`config.mk`:
```
export PLATFORM = sky130hd
export DESIGN_NAME = mmu_acl_loader_flat
export DESIGN_NICKNAME = d
export VERILOG_FILES = /design/src/rtl/mmu_acl_loader_if.sv /design/src/rtl/mmu_acl_loader.sv /design/src/flat_wrapper.sv
export SDC_FILE = /design/constraint.sdc
export NUM_CORES = 1
export LEC_CHECK = 0
export ABC_CLOCK_PERIOD_IN_PS = 3300
export CAP_MARGIN = 20
export CORE_ASPECT_RATIO = 0.7
export CORE_MARGIN = 4
export CORE_UTILIZATION = 28
export CTS_BUF_LIST = sky130_fd_sc_hd__clkbuf_8 sky130_fd_sc_hd__clkbuf_16
export DETAILED_ROUTE_END_ITERATION = 10
export PLACE_DENSITY = 0.54
export SLEW_MARGIN = 20
export SYNTH_ARGS = -nofsm -noshare
export SYNTH_HDL_FRONTEND = slang
export SYNTH_SLANG_ARGS = --single-unit
```
`constraint.sdc`:
```
create_clock -name wb_clk_i -period 3.3 [get_ports wb_clk_i]
set_clock_uncertainty 0.2 [all_clocks]
set_input_delay 0.495 -clock wb_clk_i [delete_from_list [all_inputs] [get_ports wb_clk_i]]
set_output_delay 0.495 -clock wb_clk_i [all_outputs]
set_load 0.05 [all_outputs]
```
`src/rtl/mmu_acl_loader_if.sv`:
```
// rtl/mmu_acl_loader_if.sv - command and Wishbone master signal bundle for mmu_acl_loader
interface mmu_acl_loader_if;
    logic        cmd_valid_i;
    logic        cmd_ready_o;
    logic [11:0] cmd_start_seg_i;
    logic [12:0] cmd_count_i;
    logic [7:0]  cmd_asid_i;
    logic [7:0]  cmd_flags_i;
    logic        cmd_abort_i;
    logic        busy_o;
    logic        done_o;
    logic        error_o;
    logic        aborted_o;
    logic [23:0] m_wb_addr_o;
    logic [7:0]  m_wb_data_o;
    logic [7:0]  m_wb_data_i;
    logic        m_wb_strobe_o;
    logic        m_wb_write_o;
    logic        m_wb_stall_i;
    logic        m_wb_ack_i;

    modport master (
        input  cmd_valid_i, cmd_start_seg_i, cmd_count_i, cmd_asid_i, cmd_flags_i, cmd_abort_i,
        input  m_wb_data_i, m_wb_stall_i, m_wb_ack_i,
        output cmd_ready_o, busy_o, done_o, error_o, aborted_o,
        output m_wb_addr_o, m_wb_data_o, m_wb_strobe_o, m_wb_write_o
    );

    modport slave (
        output cmd_valid_i, cmd_start_seg_i, cmd_count_i, cmd_asid_i, cmd_flags_i, cmd_abort_i,
        output m_wb_data_i, m_wb_stall_i, m_wb_ack_i,
        input  cmd_ready_o, busy_o, done_o, error_o, aborted_o,
        input  m_wb_addr_o, m_wb_data_o, m_wb_strobe_o, m_wb_write_o
    );
endinterface

```
`src/rtl/mmu_acl_loader.sv`:
```
// rtl/mmu_acl_loader.sv - Wishbone sequencer bulk-writing MMU segment ACL entries
// MMU_ACL_VERIFY_EN adds read-back of ASID/flags per segment with mismatch abort.
module mmu_acl_loader #(
    parameter logic [23:0] MMU_BASE    = 24'hFFFF00,
    parameter int unsigned ACK_TIMEOUT = 255
) (
    input logic              wb_clk_i,
    input logic              wb_reset_i,
    mmu_acl_loader_if.master bus
);
`ifdef MMU_ACL_VERIFY_EN
    localparam logic [2:0] LAST_STEP = 3'd5;
`else
    localparam logic [2:0] LAST_STEP = 3'd3;
`endif

    typedef enum logic [1:0] {IDLE, REQ, WAIT_ACK, DONE} state_t;
    state_t state, state_next;

    logic [11:0] seg;
    logic [12:0] remaining;
    logic [7:0]  asid, flags, cnt, data;
    logic [2:0]  step;
    logic [3:0]  off;
    logic        abort_q, error_q, aborted_q;
    logic        accept, advance, set_err, set_abt, abort_pend, timeout, mismatch;
    logic [12:0] count_clamped;

    assign count_clamped = (bus.cmd_count_i > 13'd4096) ? 13'd4096 : bus.cmd_count_i;
    assign abort_pend    = abort_q | bus.cmd_abort_i;
    assign timeout       = ({24'd0, cnt} + 32'd1) == 32'(ACK_TIMEOUT);

`ifdef MMU_ACL_VERIFY_EN
    assign mismatch = ((step == 3'd4) && (bus.m_wb_data_i != asid)) ||
                      ((step == 3'd5) && (bus.m_wb_data_i != flags));
`else
    logic unused_rd;
    assign unused_rd = ^bus.m_wb_data_i;
    assign mismatch  = 1'b0;
`endif

    always_comb begin
        state_next = state;
        accept     = 1'b0;
        advance    = 1'b0;
        set_err    = 1'b0;
        set_abt    = 1'b0;
        case (state)
            IDLE: if (bus.cmd_valid_i) begin
                accept     = 1'b1;
                state_next = (count_clamped == 13'd0) ? DONE : REQ;
            end
            REQ: if (!bus.m_wb_stall_i) begin
                state_next = WAIT_ACK;
            end else if (abort_pend || timeout) begin
                state_next = DONE;
                set_err    = timeout;
                set_abt    = abort_pend;
            end
            WAIT_ACK: if (bus.m_wb_ack_i) begin
                if (mismatch) begin
                    state_next = DONE;
                    set_err    = 1'b1;
                    set_abt    = abort_pend;
                end else if (step == LAST_STEP && remaining == 13'd1) begin
                    advance    = 1'b1;
                    state_next = DONE;
                end else if (abort_pend) begin
                    state_next = DONE;
                    set_abt    = 1'b1;
                end else begin
                    advance    = 1'b1;
                    state_next = REQ;
                end
            end else if (timeout) begin
                state_next = DONE;
                set_err    = 1'b1;
                set_abt    = abort_pend;
            end
            DONE:    state_next = IDLE;
            default: state_next = IDLE;
        endcase
    end

    always_ff @(posedge wb_clk_i or posedge wb_reset_i) begin
        if (wb_reset_i) state <= IDLE;
        else            state <= state_next;
    end

    always_ff @(posedge wb_clk_i or posedge wb_reset_i) begin
        if (wb_reset_i) begin
            seg       <= 12'd0;
            remaining <= 13'd0;
            asid      <= 8'd0;
            flags     <= 8'd0;
            step      <= 3'd0;
            cnt       <= 8'd0;
            abort_q   <= 1'b0;
            error_q   <= 1'b0;
            aborted_q <= 1'b0;
        end else begin
            if (accept) begin
                seg       <= bus.cmd_start_seg_i;
                remaining <= count_clamped;
                asid      <= bus.cmd_asid_i;
                flags     <= bus.cmd_flags_i;
                step      <= 3'd0;
                abort_q   <= 1'b0;
                error_q   <= 1'b0;
                aborted_q <= 1'b0;
            end else if (state != IDLE && bus.cmd_abort_i) begin
                abort_q <= 1'b1;
            end
            // Segment index wraps naturally at 12 bits (0xFFF -> 0x000).
            if (advance) begin
                if (step == LAST_STEP) begin
                    step      <= 3'd0;
                    seg       <= seg + 12'd1;
                    remaining <= remaining - 13'd1;
                end else begin
                    step <= step + 3'd1;
                end
            end
            if (state_next == REQ && state != REQ) cnt <= 8'd0;
            else if (state == REQ || state == WAIT_ACK) cnt <= cnt + 8'd1;
            if (set_err) error_q <= 1'b1;
            if (set_abt) aborted_q <= 1'b1;
        end
    end

    always_comb begin
        off  = 4'd0;
        data = 8'h00;
        case (step)
            3'd0:    begin off = 4'd4; data = seg[7:0];         end
            3'd1:    begin off = 4'd5; data = {4'h0, seg[11:8]}; end
            3'd2:    begin off = 4'd6; data = asid;              end
            3'd3:    begin off = 4'd7; data = flags;             end
            3'd4:    off = 4'd6;
            3'd5:    off = 4'd7;
            default: off = 4'd0;
        endcase
        if (state == IDLE) begin
            off  = 4'd0;
            data = 8'h00;
        end
    end

    assign bus.cmd_ready_o   = (state == IDLE);
    assign bus.busy_o        = (state != IDLE);
    assign bus.done_o        = (state == DONE);
    assign bus.error_o       = error_q;
    assign bus.aborted_o     = aborted_q;
    assign bus.m_wb_addr_o   = {MMU_BASE[23:4], off};
    assign bus.m_wb_data_o   = data;
    assign bus.m_wb_strobe_o = (state == REQ);
`ifdef MMU_ACL_VERIFY_EN
    assign bus.m_wb_write_o  = (state == REQ) && (step < 3'd4);
`else
    assign bus.m_wb_write_o  = (state == REQ);
`endif
endmodule

```
`src/flat_wrapper.sv`:
```
// flat-port wrapper written by rule: the top's interface ports become plain ports
module mmu_acl_loader_flat 
#(
    parameter logic [23:0] MMU_BASE    = 24'hFFFF00,
    parameter int unsigned ACK_TIMEOUT = 255
)
  (wb_clk_i, wb_reset_i, bus_cmd_valid_i, bus_cmd_start_seg_i, bus_cmd_count_i, bus_cmd_asid_i, bus_cmd_flags_i, bus_cmd_abort_i, bus_m_wb_data_i, bus_m_wb_stall_i, bus_m_wb_ack_i, bus_cmd_ready_o, bus_busy_o, bus_done_o, bus_error_o, bus_aborted_o, bus_m_wb_addr_o, bus_m_wb_data_o, bus_m_wb_strobe_o, bus_m_wb_write_o);
  mmu_acl_loader_if bus_i ();
  input logic wb_clk_i;
  input logic wb_reset_i;
  input wire logic [$bits(bus_i.cmd_valid_i)-1:0] bus_cmd_valid_i;
  input wire logic [$bits(bus_i.cmd_start_seg_i)-1:0] bus_cmd_start_seg_i;
  input wire logic [$bits(bus_i.cmd_count_i)-1:0] bus_cmd_count_i;
  input wire logic [$bits(bus_i.cmd_asid_i)-1:0] bus_cmd_asid_i;
  input wire logic [$bits(bus_i.cmd_flags_i)-1:0] bus_cmd_flags_i;
  input wire logic [$bits(bus_i.cmd_abort_i)-1:0] bus_cmd_abort_i;
  input wire logic [$bits(bus_i.m_wb_data_i)-1:0] bus_m_wb_data_i;
  input wire logic [$bits(bus_i.m_wb_stall_i)-1:0] bus_m_wb_stall_i;
  input wire logic [$bits(bus_i.m_wb_ack_i)-1:0] bus_m_wb_ack_i;
  output wire logic [$bits(bus_i.cmd_ready_o)-1:0] bus_cmd_ready_o;
  output wire logic [$bits(bus_i.busy_o)-1:0] bus_busy_o;
  output wire logic [$bits(bus_i.done_o)-1:0] bus_done_o;
  output wire logic [$bits(bus_i.error_o)-1:0] bus_error_o;
  output wire logic [$bits(bus_i.aborted_o)-1:0] bus_aborted_o;
  output wire logic [$bits(bus_i.m_wb_addr_o)-1:0] bus_m_wb_addr_o;
  output wire logic [$bits(bus_i.m_wb_data_o)-1:0] bus_m_wb_data_o;
  output wire logic [$bits(bus_i.m_wb_strobe_o)-1:0] bus_m_wb_strobe_o;
  output wire logic [$bits(bus_i.m_wb_write_o)-1:0] bus_m_wb_write_o;
  assign bus_i.cmd_valid_i = bus_cmd_valid_i;
  assign bus_i.cmd_start_seg_i = bus_cmd_start_seg_i;
  assign bus_i.cmd_count_i = bus_cmd_count_i;
  assign bus_i.cmd_asid_i = bus_cmd_asid_i;
  assign bus_i.cmd_flags_i = bus_cmd_flags_i;
  assign bus_i.cmd_abort_i = bus_cmd_abort_i;
  assign bus_i.m_wb_data_i = bus_m_wb_data_i;
  assign bus_i.m_wb_stall_i = bus_m_wb_stall_i;
  assign bus_i.m_wb_ack_i = bus_m_wb_ack_i;
  assign bus_cmd_ready_o = bus_i.cmd_ready_o;
  assign bus_busy_o = bus_i.busy_o;
  assign bus_done_o = bus_i.done_o;
  assign bus_error_o = bus_i.error_o;
  assign bus_aborted_o = bus_i.aborted_o;
  assign bus_m_wb_addr_o = bus_i.m_wb_addr_o;
  assign bus_m_wb_data_o = bus_i.m_wb_data_o;
  assign bus_m_wb_strobe_o = bus_i.m_wb_strobe_o;
  assign bus_m_wb_write_o = bus_i.m_wb_write_o;
  mmu_acl_loader #(.MMU_BASE(MMU_BASE), .ACK_TIMEOUT(ACK_TIMEOUT)) u_core (.wb_clk_i(wb_clk_i), .wb_reset_i(wb_reset_i), .bus(bus_i));
endmodule
```
# Yosys cells after proc, flatten, opt, wreduce, memory -nomap -nowiden

Index checks and enable logic that the tools add are counted.

Add/sub/neg operators: 5
Order comparisons: 1
Equal/unequal tests: 12
Mux-type cells: 48
Bitwise operators: 1
Reductions and logical operators: 16

Operator list:

| kind                                                                  | count |
|---|---|
| 13-bit two-way mux                                                    | 4 |
| 12-bit two-way mux                                                    | 3 |
| 32-bit by 8-bit == test with 1-bit output (second input constant)     | 1 |
| 8-bit one-hot mux with 4 select lines                                 | 1 |
| 8-bit two-way mux                                                     | 3 |
| 1-bit two-way mux                                                     | 21 |
| 2-bit two-way mux                                                     | 8 |
| 13-bit by 1-bit == test with 1-bit output (second input constant)     | 1 |
| 13-bit greater-than comparator (second input constant)                | 1 |
| 13-bit logical NOT                                                    | 1 |
| 13-bit by 1-bit subtractor with 13-bit output (second input constant) | 1 |
| 12-bit by 1-bit adder with 12-bit output (second input constant)      | 1 |
| 3-bit two-way mux                                                     | 4 |
| 3-bit one-hot mux with 4 select lines                                 | 1 |
| 2-bit nonzero test                                                    | 6 |
| 8-bit by 1-bit adder with 9-bit output (second input constant)        | 1 |
| 8-bit by 1-bit adder with 8-bit output (second input constant)        | 1 |
| 2-bit one-hot mux with 4 select lines                                 | 1 |
| 3-bit by 2-bit == test with 1-bit output (second input constant)      | 2 |
| 3-bit == test (second input constant)                                 | 2 |
| 2-bit by 1-bit == test with 1-bit output (second input constant)      | 2 |
| 2-bit == test (second input constant)                                 | 2 |
| 1-bit one-hot mux with 2 select lines                                 | 2 |
| 2-bit OR reduction                                                    | 2 |
| 8 further kinds                                                       | 11 |

Bits in registers: 57
Input bits: 55

# Logic depth before layout (Yosys ltp)

Word-level depth: 9
Mapped depth: 8
Depth with buffers taken out: 7

# Least setup slack after synthesis

No wires, ideal clock.

Path kind: reg-to-output
Start: register u_core.state[0]
End: output port bus_m_wb_data_o[0]
Arrival time: 2.611 ns
Path slack: -0.006 ns
Stages on the path, launching flop included: 7
Buffers on the path: 1
Cells stage by stage: dfrtp_1 > inv_1 > ha_1 > clkbuf_1 > inv_1 > nand3_1 > a21oi_1

Word-level cells in the longest chain between the ends: 2

Ends and longest elaborated chain:

| what                   | line                  | RTL |
|---|---|---|
| from (decl)            | mmu_acl_loader.sv:18  | `state_t state, state_next;` |
| from (signal assigned) | mmu_acl_loader.sv:87  | `else state <= state_next;` |
| 2-bit logical NOT      | -                     |  |
| net bus_cmd_ready_o    | flat_wrapper.sv:20    | `output wire logic [$bits(bus_i.cmd_ready_o)-1:0] bus_cmd_ready_o;` |
| 8-bit two-way mux      | mmu_acl_loader.sv:143 | `if (state == IDLE) begin` |
| to (decl)              | flat_wrapper.sv:26    | `output wire logic [$bits(bus_i.m_wb_data_o)-1:0] bus_m_wb_data_o;` |

The timed path passes the listed nets, and every way through them passes these cells.

# Worst setup path after layout

Start: register u_core.state[1]
End: output port bus_busy_o

Word-level cells in the longest chain between the ends: 1

Ends and longest elaborated chain:

| what               | line                  | RTL |
|---|---|---|
| 2-bit nonzero test | mmu_acl_loader.sv:150 | `assign bus.busy_o = (state != IDLE);` |
| to (decl)          | flat_wrapper.sv:21    | `output wire logic [$bits(bus_i.busy_o)-1:0] bus_busy_o;` |

Every way passes these cells.

==> impl_metrics.yaml <==
final_layout:
  fin_nets: 516
  syn_to_final_growth_pct: 28.4
  layout-drive-gt1-share_pct: 15.0
  stdcell_area_mm2: 0.00461
  antennaDiodeCount: 0
  fin_cells: 615
  layout_common_cells: "dfrtp_1 (57), clkdlybuf4s50_1 (54), nor2_1 (35)"
  final_common_cell: "dfrtp_1"
sta:
  period_share_pct: 90.3
  clock.fmax_mhz: 336
  finalHoldViolations: 0
  maxSlewViolCount: 0
  final-setup-viol-count: 0
  period_needed_ns: 2.98
  rsz0062_at_grt: "false"
  slew_headroom_pct: 50.2
  tightest_slew_ns: 0.747
clock_network:
  clockBufferDepth: 2
  numCtsBuffers: 9
  post-cts-setup-buffers: 0
  cts_hold_buf: 0
  cts_tree: "built"
  clock_latency_ns: 0.33
  cts_root_buffer: "clkbuf_16"
  clock_sinks: 57
  clk_pin_slew_ns: 0.05
  htreeDepth: 3
floorplan:
  dieWidth_um: 143
  io-pin-count: 94
  start_util_pct: 28.7
  core_area_mm2: 0.0125
  die_area_mm2: 0.0147
  die-height_um: 103
  std_cell_rows: 34
synthesis:
  synth_ff_type: "dfrtp_1"
  synthArstFlopShare_pct: 100
  synthesis.area_mm2: 0.00359
  synth_top_area_share_pct: 39.7
  synth_edf_count: 0
  avgSynthCellArea_um2: 9.39
  ys_warn_count: 0
  seq_area_frac_synth_pct: 39.7
  synth_compound_area_share_pct: 20.8
  synth.area.mux_share_pct: 6.13
  synth_xor_area_share_pct: 2.68
  yosysUniqueCellTypes: 64
  synth-simple-area-share_pct: 17.6
  synth_area_leaders: "dfrtp_1 (40%), mux2_2 (5.0%), buf_4 (4.6%)"
  synthCells: 383
  synth_top_area_cell: "dfrtp_1"
  synth_top_family_by_area: "compound AO/OA/AOI/OAI gates"
  synth_seq_cells: 57
  synthAdderAreaFrac_pct: 4.52
route:
  route.vias.total: 3187
  routed_wl_um: 10100
  ant_nets: 0
  routedWlPerCell_um: 16.4
  vias_per_cell: 5.18
  drc: 0
  drt_iter0_markers: 235
  first_pass_iters: 5
critical_path:
  cp_max_fo: 12
  r2r-start: "u_core.remaining[6]"
  rrSetupSlack_ns: 0.56
  critPathRequiredTime_ns: 2.60
  setup.worst_path.end: "bus_busy_o"
  worstSetupEndpointType: "primary output"
  reg2reg_to: "u_core.remaining[9]"
  arrival_ns: 2.28
  worstSetupStartpointType: "flop"
  crit_start: "u_core.state[1]"
  critPathKind: "reg -> out"
  rr_worst_depth: 5
global_route:
  track_usage_pct: 14.0
  grt_max_degree: 58
  grt_pass1_vias: 3033
  grt_antenna_before_repair: 0
  grt_overflow: 0
  grt_pass1_wl_um: 16100
power_and_ir_drop:
  power.density_mw_per_mm2: 1020
  power.ir.vdd_worst_uv: 426
  leakage_nw: 1.93
flow_run:
  drv_cap: 0
placed_design:
  dp_hpwl_um: 7430
  io_buffers: 64
  place_area_mm2: 0.00433
  dp_cells: 599
  gp_congestion: 0.897
run_status:
  status: "finished clean"
worst_hold_path:
  hp-class: "reg -> reg"
metrics by stage:
stage	total power, mW	util (%)	TNS [ns]	setup slack (ns)	hold slack, ns
final	4.69	36.9	0	0.320	0.303
after global placement	3.77	34.6	0	0.350	0.291
after detailed placement	3.81	34.6	0	0.327	0.291
after global routing	5.00	36.9	0	0.171	0.317
after floorplan	3.11	-	-0.0229	-0.00573	0.259
after CTS	4.71	36.9	0	0.0948	0.304
per-layer routing:
layer	track usage, %	wire, um
met2	20.5	4430
met5	0	0
met3	3.99	733
met1	20.4	4830
met4	3.84	101
cells by family after synthesis:
logic type               count (synthesis)
XOR/XNOR                                11
AND/OR/NAND/NOR                        122
flip-flops                              57
other                                    2
adder cells (fa/ha/maj)                 13
multiplexers                            20
buffers and inverters                   57
AO/OA/AOI/OAI                          101
registers in the layout (all words and copies together) (netlist names):
signal and count:
u_core.bus.error_o 1, u_core.abort_q 1, u_core.state 2, u_core.seg 12, u_core.step 3, u_core.asid 8
u_core.flags 8, u_core.cnt 8, u_core.remaining 13, u_core.bus.aborted_o 1
cells in the mapped netlist, types with 2 or more instances:
library cell and number:
o22ai_1 4, or4_1 3, or3_1 3, ha_1 13, conb_1 2, dfrtp_1 57
clkbuf_1 12, and2_1 4, xor2_1 5, nand4_1 8, inv_1 19, xnor2_1 6
a22oi_1 10, and3_1 5, nand3_1 11, a21oi_1 27, a222oi_1 4, mux2_2 16
o41ai_1 2, nor3_1 11, o221a_2 5, mux2i_1 4, o31ai_1 4, nand2_1 21
buf_2 4, nor2_1 35, nor2b_1 3, a221o_1 6, a21o_2 2, o21ai_0 13
nor4_1 7, buf_4 22, a211oi_1 4
area by class of cell:
class                           instances  area, um^2
Fill cell                            1263        7890
Sequential cell                        57        1430
Clock inverter                          5        30.0
Clock buffer                           11         253
Multi-Input combinational cell        288        1940
Inverter                               19        71.3
Timing Repair Buffer                   73         693
Tap cell                              162         203
repair_timing:
action | CTS | global route
hold endpoints to repair | 0 | 0
setup endpoints to repair | 0 | 2
resized for setup | 0 | 2
where the power goes:
part | internal, mW | total [mW] | switching, mW
clock network | 0.544 | 0.875 | 0.331
registers | 0.998 | 1.33 | 0.334
logic | 0.947 | 2.48 | 1.53
how the worst min path moves through the flow:
stage	startpoint	end	slack, ns	depth (start not counted)
final	u_core.seg[11]	u_core.seg[11]	0.30	1
after floorplan	u_core.seg[11]	u_core.seg[11]	0.26	1
after global placement	u_core.flags[3]	u_core.flags[3]	0.29	1
after detailed placement	u_core.seg[11]	u_core.seg[11]	0.29	1
after CTS	u_core.seg[11]	u_core.seg[11]	0.30	1
after global routing	u_core.flags[3]	u_core.flags[3]	0.32	1
critical path: stages (launching register included):
cell	delay, ns
dfrtp_1	0.43
inv_1	0.12
ha_1	0.43
inv_1	0.21
clkdlybuf4s50_1	0.75
No activity file was read; power rests on OpenSTA's default activity.
